File: src/rtl/wb_arb_pkg.sv
// Package shared by the writeback-port arbiter and its result FIFO.
// Holds the datapath widths, the writeback request record and the grant
// selector type used by the top level.
package wb_arb_pkg;

    localparam int XLEN       = 32;  // WriteData / source data width
    localparam int REG_ADDR_W = 5;   // 32 architectural registers

    // One register-file write: destination index plus data.
    typedef struct packed {
        logic [REG_ADDR_W-1:0] rd;
        logic [XLEN-1:0]       data;
    } wb_req_t;

    // Which source owns the write port in the current cycle.
    typedef enum logic [1:0] {
        GNT_NONE = 2'd0,
        GNT_ALU  = 2'd1,
        GNT_MUL  = 2'd2
    } grant_t;

endpackage

File: src/rtl/wb_fifo.sv
// Synchronous FIFO of wb_req_t used to buffer mul/div results while the
// ALU holds the register-file write port.
// Ports:
//   clk, rst  clock, synchronous active-high reset (empties the FIFO)
//   push      enqueue wdata (ignored when full)
//   wdata     entry to enqueue
//   pop       dequeue head (ignored when empty)
//   full      all DEPTH entries occupied
//   empty     no entries
//   head      oldest entry; only meaningful when !empty (no bypass)
module wb_fifo
    import wb_arb_pkg::*;
#(
    parameter int DEPTH = 2   // power of 2, >= 2
) (
    input  logic    clk,
    input  logic    rst,
    input  logic    push,
    input  wb_req_t wdata,
    input  logic    pop,
    output logic    full,
    output logic    empty,
    output wb_req_t head
);

    localparam int PTR_W = $clog2(DEPTH);
    localparam int CNT_W = $clog2(DEPTH + 1);

    wb_req_t            mem [DEPTH];
    logic [PTR_W-1:0]   wr_ptr;
    logic [PTR_W-1:0]   rd_ptr;
    logic [CNT_W-1:0]   count;
    logic               do_push;
    logic               do_pop;

    assign full    = (count == CNT_W'(DEPTH));
    assign empty   = (count == '0);
    assign do_push = push && !full;
    assign do_pop  = pop && !empty;
    assign head    = mem[rd_ptr];

    // Pointers wrap naturally because DEPTH is a power of 2.
    // NOTE: sequential state is updated with non-blocking assignments so every
    // register samples its inputs as they were before the clock edge.
    always_ff @(posedge clk) begin
        if (rst) begin
            wr_ptr <= '0;
            rd_ptr <= '0;
            count  <= '0;
        end else begin
            if (do_push) wr_ptr <= wr_ptr + 1'b1;
            if (do_pop)  rd_ptr <= rd_ptr + 1'b1;
            case ({do_push, do_pop})
                2'b10:   count <= count + 1'b1;
                2'b01:   count <= count - 1'b1;
                default: count <= count;
            endcase
        end
    end

    // NOTE: storage is deliberately not reset; count/empty gate every read,
    // so stale contents are never observed and the array maps to plain RAM.
    always_ff @(posedge clk) begin
        if (do_push) mem[wr_ptr] <= wdata;
    end

endmodule

File: src/rtl/wb_port_arbiter.sv
// Shares the register file's single write port between the ALU (single-cycle,
// high priority) and the mul/div unit (results buffered in wb_fifo). A wait
// counter forces the FIFO head through after it has lost MAX_WAIT cycles.
// Data/address widths come from wb_arb_pkg.
// Ports:
//   clk, rst                 clock, synchronous active-high reset
//   AluValid/AluRd/AluData   ALU writeback request
//   AluReady                 ALU request accepted this cycle (comb.)
//   MulValid/MulRd/MulData   mul/div result offered to the FIFO
//   MulReady                 FIFO can accept this cycle (comb.)
//   RegWrite/rd/WriteData    registered register-file write port
module wb_port_arbiter
    import wb_arb_pkg::*;
#(
    parameter int FIFO_DEPTH = 2,  // power of 2, >= 2
    parameter int MAX_WAIT   = 4   // >= 1
) (
    input  logic                  clk,
    input  logic                  rst,
    input  logic                  AluValid,
    input  logic [REG_ADDR_W-1:0] AluRd,
    input  logic [XLEN-1:0]       AluData,
    output logic                  AluReady,
    input  logic                  MulValid,
    input  logic [REG_ADDR_W-1:0] MulRd,
    input  logic [XLEN-1:0]       MulData,
    output logic                  MulReady,
    output logic                  RegWrite,
    output logic [REG_ADDR_W-1:0] rd,
    output logic [XLEN-1:0]       WriteData
);

    localparam int WAIT_W = $clog2(MAX_WAIT + 1);

    logic              fifo_full;
    logic              fifo_empty;
    wb_req_t           fifo_head;
    logic              head_valid;
    logic              force_head;
    logic [WAIT_W-1:0] wait_cnt;
    grant_t            grant;
    wb_req_t           sel_req;

    wb_fifo #(.DEPTH(FIFO_DEPTH)) u_fifo (
        .clk   (clk),
        .rst   (rst),
        .push  (MulValid && MulReady),
        .wdata ('{rd: MulRd, data: MulData}),
        .pop   (grant == GNT_MUL),
        .full  (fifo_full),
        .empty (fifo_empty),
        .head  (fifo_head)
    );

    assign head_valid = !fifo_empty;
    assign force_head = head_valid && (wait_cnt == WAIT_W'(MAX_WAIT));

    // NOTE: every signal written here gets a default first, so no path through
    // the block leaves a value unassigned and no latch is inferred.
    always_comb begin
        grant    = GNT_NONE;
        sel_req  = fifo_head;
        AluReady = !rst && !force_head;
        MulReady = !rst && !fifo_full;   // full blocks push even if popping
        if (!rst) begin
            if (force_head) begin
                grant = GNT_MUL;
            end else if (AluValid) begin
                grant   = GNT_ALU;
                sel_req = '{rd: AluRd, data: AluData};
            end else if (head_valid) begin
                grant = GNT_MUL;
            end
        end
    end

    // Counts cycles the FIFO head has been passed over; saturates at MAX_WAIT.
    always_ff @(posedge clk) begin
        if (rst || fifo_empty || grant == GNT_MUL) begin
            wait_cnt <= '0;
        end else if (wait_cnt != WAIT_W'(MAX_WAIT)) begin
            wait_cnt <= wait_cnt + 1'b1;
        end
    end

    // Write port: one-cycle latency from grant. A grant to x0 still completes
    // its handshake but never asserts RegWrite. Idle cycles hold rd/WriteData.
    always_ff @(posedge clk) begin
        if (rst) begin
            RegWrite  <= 1'b0;
            rd        <= '0;
            WriteData <= '0;
        end else if (grant == GNT_NONE) begin
            RegWrite  <= 1'b0;
        end else begin
            RegWrite  <= (sel_req.rd != '0);
            rd        <= sel_req.rd;
            WriteData <= sel_req.data;
        end
    end

endmodule

File: config.mk
export PLATFORM = sky130hd
export DESIGN_NAME = wb_port_arbiter
export DESIGN_NICKNAME = d
export VERILOG_FILES = /design/src/rtl/wb_arb_pkg.sv /design/src/rtl/wb_fifo.sv /design/src/rtl/wb_port_arbiter.sv
export SDC_FILE = /design/constraint.sdc
export NUM_CORES = 1
export LEC_CHECK = 0
export ABC_AREA = 0
export CORE_ASPECT_RATIO = 0.9
export CORE_MARGIN = 2
export CORE_UTILIZATION = 47
export CTS_BUF_LIST = sky130_fd_sc_hd__clkbuf_4
export CTS_CLUSTER_DIAMETER = 200
export DETAILED_ROUTE_END_ITERATION = 12
export PLACE_DENSITY = 0.81
export SLEW_MARGIN = 20
export SYNTH_ARGS = -nofsm -noshare
export SYNTH_HDL_FRONTEND = slang
export SYNTH_SLANG_ARGS = --single-unit
File: constraint.sdc
create_clock -name clk -period 5.4 [get_ports clk]
set_input_delay 0.81 -clock clk [delete_from_list [all_inputs] [get_ports clk]]
set_output_delay 0.81 -clock clk [all_outputs]
set_load 0.1 [all_outputs]
==> impl_metrics.toml <==
[drt]
via_count = 3367
dr.pass1.iters = 6
wirelength_mm = 10.6
drc = 0
viasPerCell = 5.67
postRouteAntennaNets = 0
drtIter0Drc = 211
wl_per_cell_um = 17.9

[grt]
grt_max_degree = 78
top_usage_layer = "met2"
grt_overflow = 0
grt_pass1_vias = 3352
met2_usage_pct = 32.1
use_met1_pct = 24.6
grt_pass1_wl_mm = 16.3
grtUsageTotal_pct = 19.5
antenna_found_initial = 0
grt_util_met3_pct = 5.83

[logic_synthesis]
synthCells = 346
synth_nets = 427
yosys.area.top_type = "edfxtp_1"
ys_seq_area_share_pct = 65.9
postSynthRegisterBits = 120
avgSynthCellArea_um2 = 13.8
ys.warnings.count = 0
yosysTopAreaCellShare_pct = 46.6
syn-cell-area_um2 = 4770
synth_area_leaders = "edfxtp_1 (47%), dfxtp_1 (19%), a32o_1 (7.8%)"
synth.distinct_cells = 30

[clock_network]
cts_tree = "done"
post-cts-setup-buffers = 0
ctsResizeCount = 0
path_clk_slew_ps = 120
cts_sinks = 120
holdBufCountCts = 0
clockRootBuffer = "clkbuf_4"
htreeDepth = 4
cts_made_buffers = 17
clock_latency_ps = 490
clockBufferDepth = 2

[final_layout]
insertedDiodeCount = 0
most-common-layout-cells = "clkdlybuf4s50_1 (117), edfxtp_1 (74), dfxtp_1 (45), or3_1 (40), o21ai_0 (39)"
register_area_um2 = 3140
design_area_um2 = 6300
n_fill_cell = 766
mostFrequentLayoutCell = "clkdlybuf4s50_1"
multi_input_area_um2 = 1470
syn2layout_area_growth_pct = 32.2
nNetsFinal = 536
drive_gt1_share_pct = 8.97

[timing]
tns_ps = 0
period_share_pct = 69.2
fin_skew_ps = 19.5
worst_pin_slew_ps = 1030
setup_viol = 0
hold_slack_ps = 460
rsz0062_at_grt = "no"
finalHoldViolCount = 0
maxSlewHeadroom_pct = 31.2
fmax_mhz = 267
slew_violations = 0
fin_crit_ps = 3740

[critical_path]
worstPathRequired_ps = 4590
cp_cell_sequence = "clkdlybuf4s50_1 -> nor2_1 -> clkdlybuf4s50_1"
cp_slowest_cell = "clkdlybuf4s50_1"
worst-setup-path-type = "in -> out"
rrSetupSlack_ps = 3340
crit_fanout = 15
cp_common_cell = "clkdlybuf4s50_1"
critPathLaunchType = "input pin"
end_kind = "primary output"
slowest_delay_ps = 1160
cp_data_arrival_time_ps = 2930

[outcome]
status = "completed"

[placement]
dp.final_hpwl_mm = 6.29
placed_area_um2 = 5990
port_buffers = 117
place.gp.congestion = 0.720

[floorplanning]
die_x_um = 110
rows = 34
die_y_um = 99.5
num_io_pins = 118
coreArea_um2 = 9780
initial_core_util_pct = 48.7
dieArea_um2 = 11000

[pwr]
p_per_area_nw_per_um2 = 372
p_leak_nw = 2.06
ir_drop_mv = 0.242

[worst_hold_path]
hold_class = "reg -> reg"

[flow_run]
maxCapViolations = 0
[state kept, by name (all words and copies together) (netlist names), named ones only]
signal	cells
u_fifo.mem	74
WriteData	32
rd	5
wait_cnt	3
u_fifo.count	2
RegWrite	1
u_fifo.rd_ptr	1
u_fifo.wr_ptr	1
[power by group]
group | total, W | internal, W | switching, W
logic | 0.000586 | 0.000182 | 0.000404
clock network | 0.000688 | 0.000337 | 0.000351
registers | 0.00107 | 0.00104 | 0.0000335
total | 0.00235 | 0.00156 | 0.000788
[logic make-up (layout without fill, tap and decap cells)]
| group | after synthesis | after routing | synth area share, % |
|---|---|---|---|
| compound gates | 85 | 85 | 13.3 |
| xor+xnor | 3 | 3 | 0.551 |
| simple gates | 63 | 63 | 8.14 |
| flops | 120 | 120 | 65.9 |
| mux | 37 | 37 | 7.77 |
| fa+ha+maj | 3 | 3 | 0.787 |
| buf+inv | 35 | 157 | 3.49 |
[layer usage]
layer,up-vias,part of all wire (%)
li1,1577,-
met1,1646,43
met2,127,48
met3,17,7.4
met4,0,1.1
met5,-,0
[cell type report]
cell class,instances,share of cell area [%]
clock inverter,13,2.72
clock buffer,19,2.26
sequential,120,49.9
multi-input combinational,191,23.4
timing repair buffer,120,18.9
inverter,5,0.298
tap,126,2.50
[per-stage QoR]
stage / total power (W) / util (%) / std cells / setup slack (ps)
final: 0.00235 / 64.4 / 594 / 1660
after global routing: 0.00243 / 64.4 / 594 / 1580
after CTS: 0.00236 / 64.4 / 594 / 1670
after detailed placement: 0.00168 / 61.2 / 562 / 1680
after global placement: 0.00167 / 61.2 / 562 / 1740
after floorplan: 0.00150 / - / 346 / 1580
[Yosys cell counts]
library cell  instances
nand2b_1              1
nor2b_1               1
clkbuf_1             20
or3_1                40
a21boi_0              1
nor2_1               11
a22oi_1               1
xor2_1                1
nor4_1                1
ha_1                  3
buf_1                 2
mux2i_1              37
buf_6                 4
inv_1                 5
nor3_1                2
o211a_4               1
a21oi_1               4
nor4_4                1
buf_2                 4
or3b_2                1
o31ai_1               1
o211a_1               1
nor4b_1               1
o21ai_0              39
a32o_1               37
and3_1                1
or4_1                 3
xnor2_1               2
dfxtp_1              46
edfxtp_1             74
[worst max-delay path: cells and delay by family]
| family | cells | cell delay (ps) |
|---|---|---|
| buffers and inverters | 2 | 1860 |
| AND/OR/NAND/NOR | 1 | 250 |
[final timing paths]
path                                  from                           end  depth (start not counted)
setup / recovery                       rst                      MulReady                          3
setup reg to reg  wait_cnt[0]$_SDFFE_PP0P_  u_fifo.count[1]$_SDFFE_PP0P_                          7
hold / removal    wait_cnt[0]$_SDFFE_PP0P_      wait_cnt[0]$_SDFFE_PP0P_                          1
hold reg to reg   wait_cnt[0]$_SDFFE_PP0P_      wait_cnt[0]$_SDFFE_PP0P_                          1
Power figures use the tool's default switching activity.
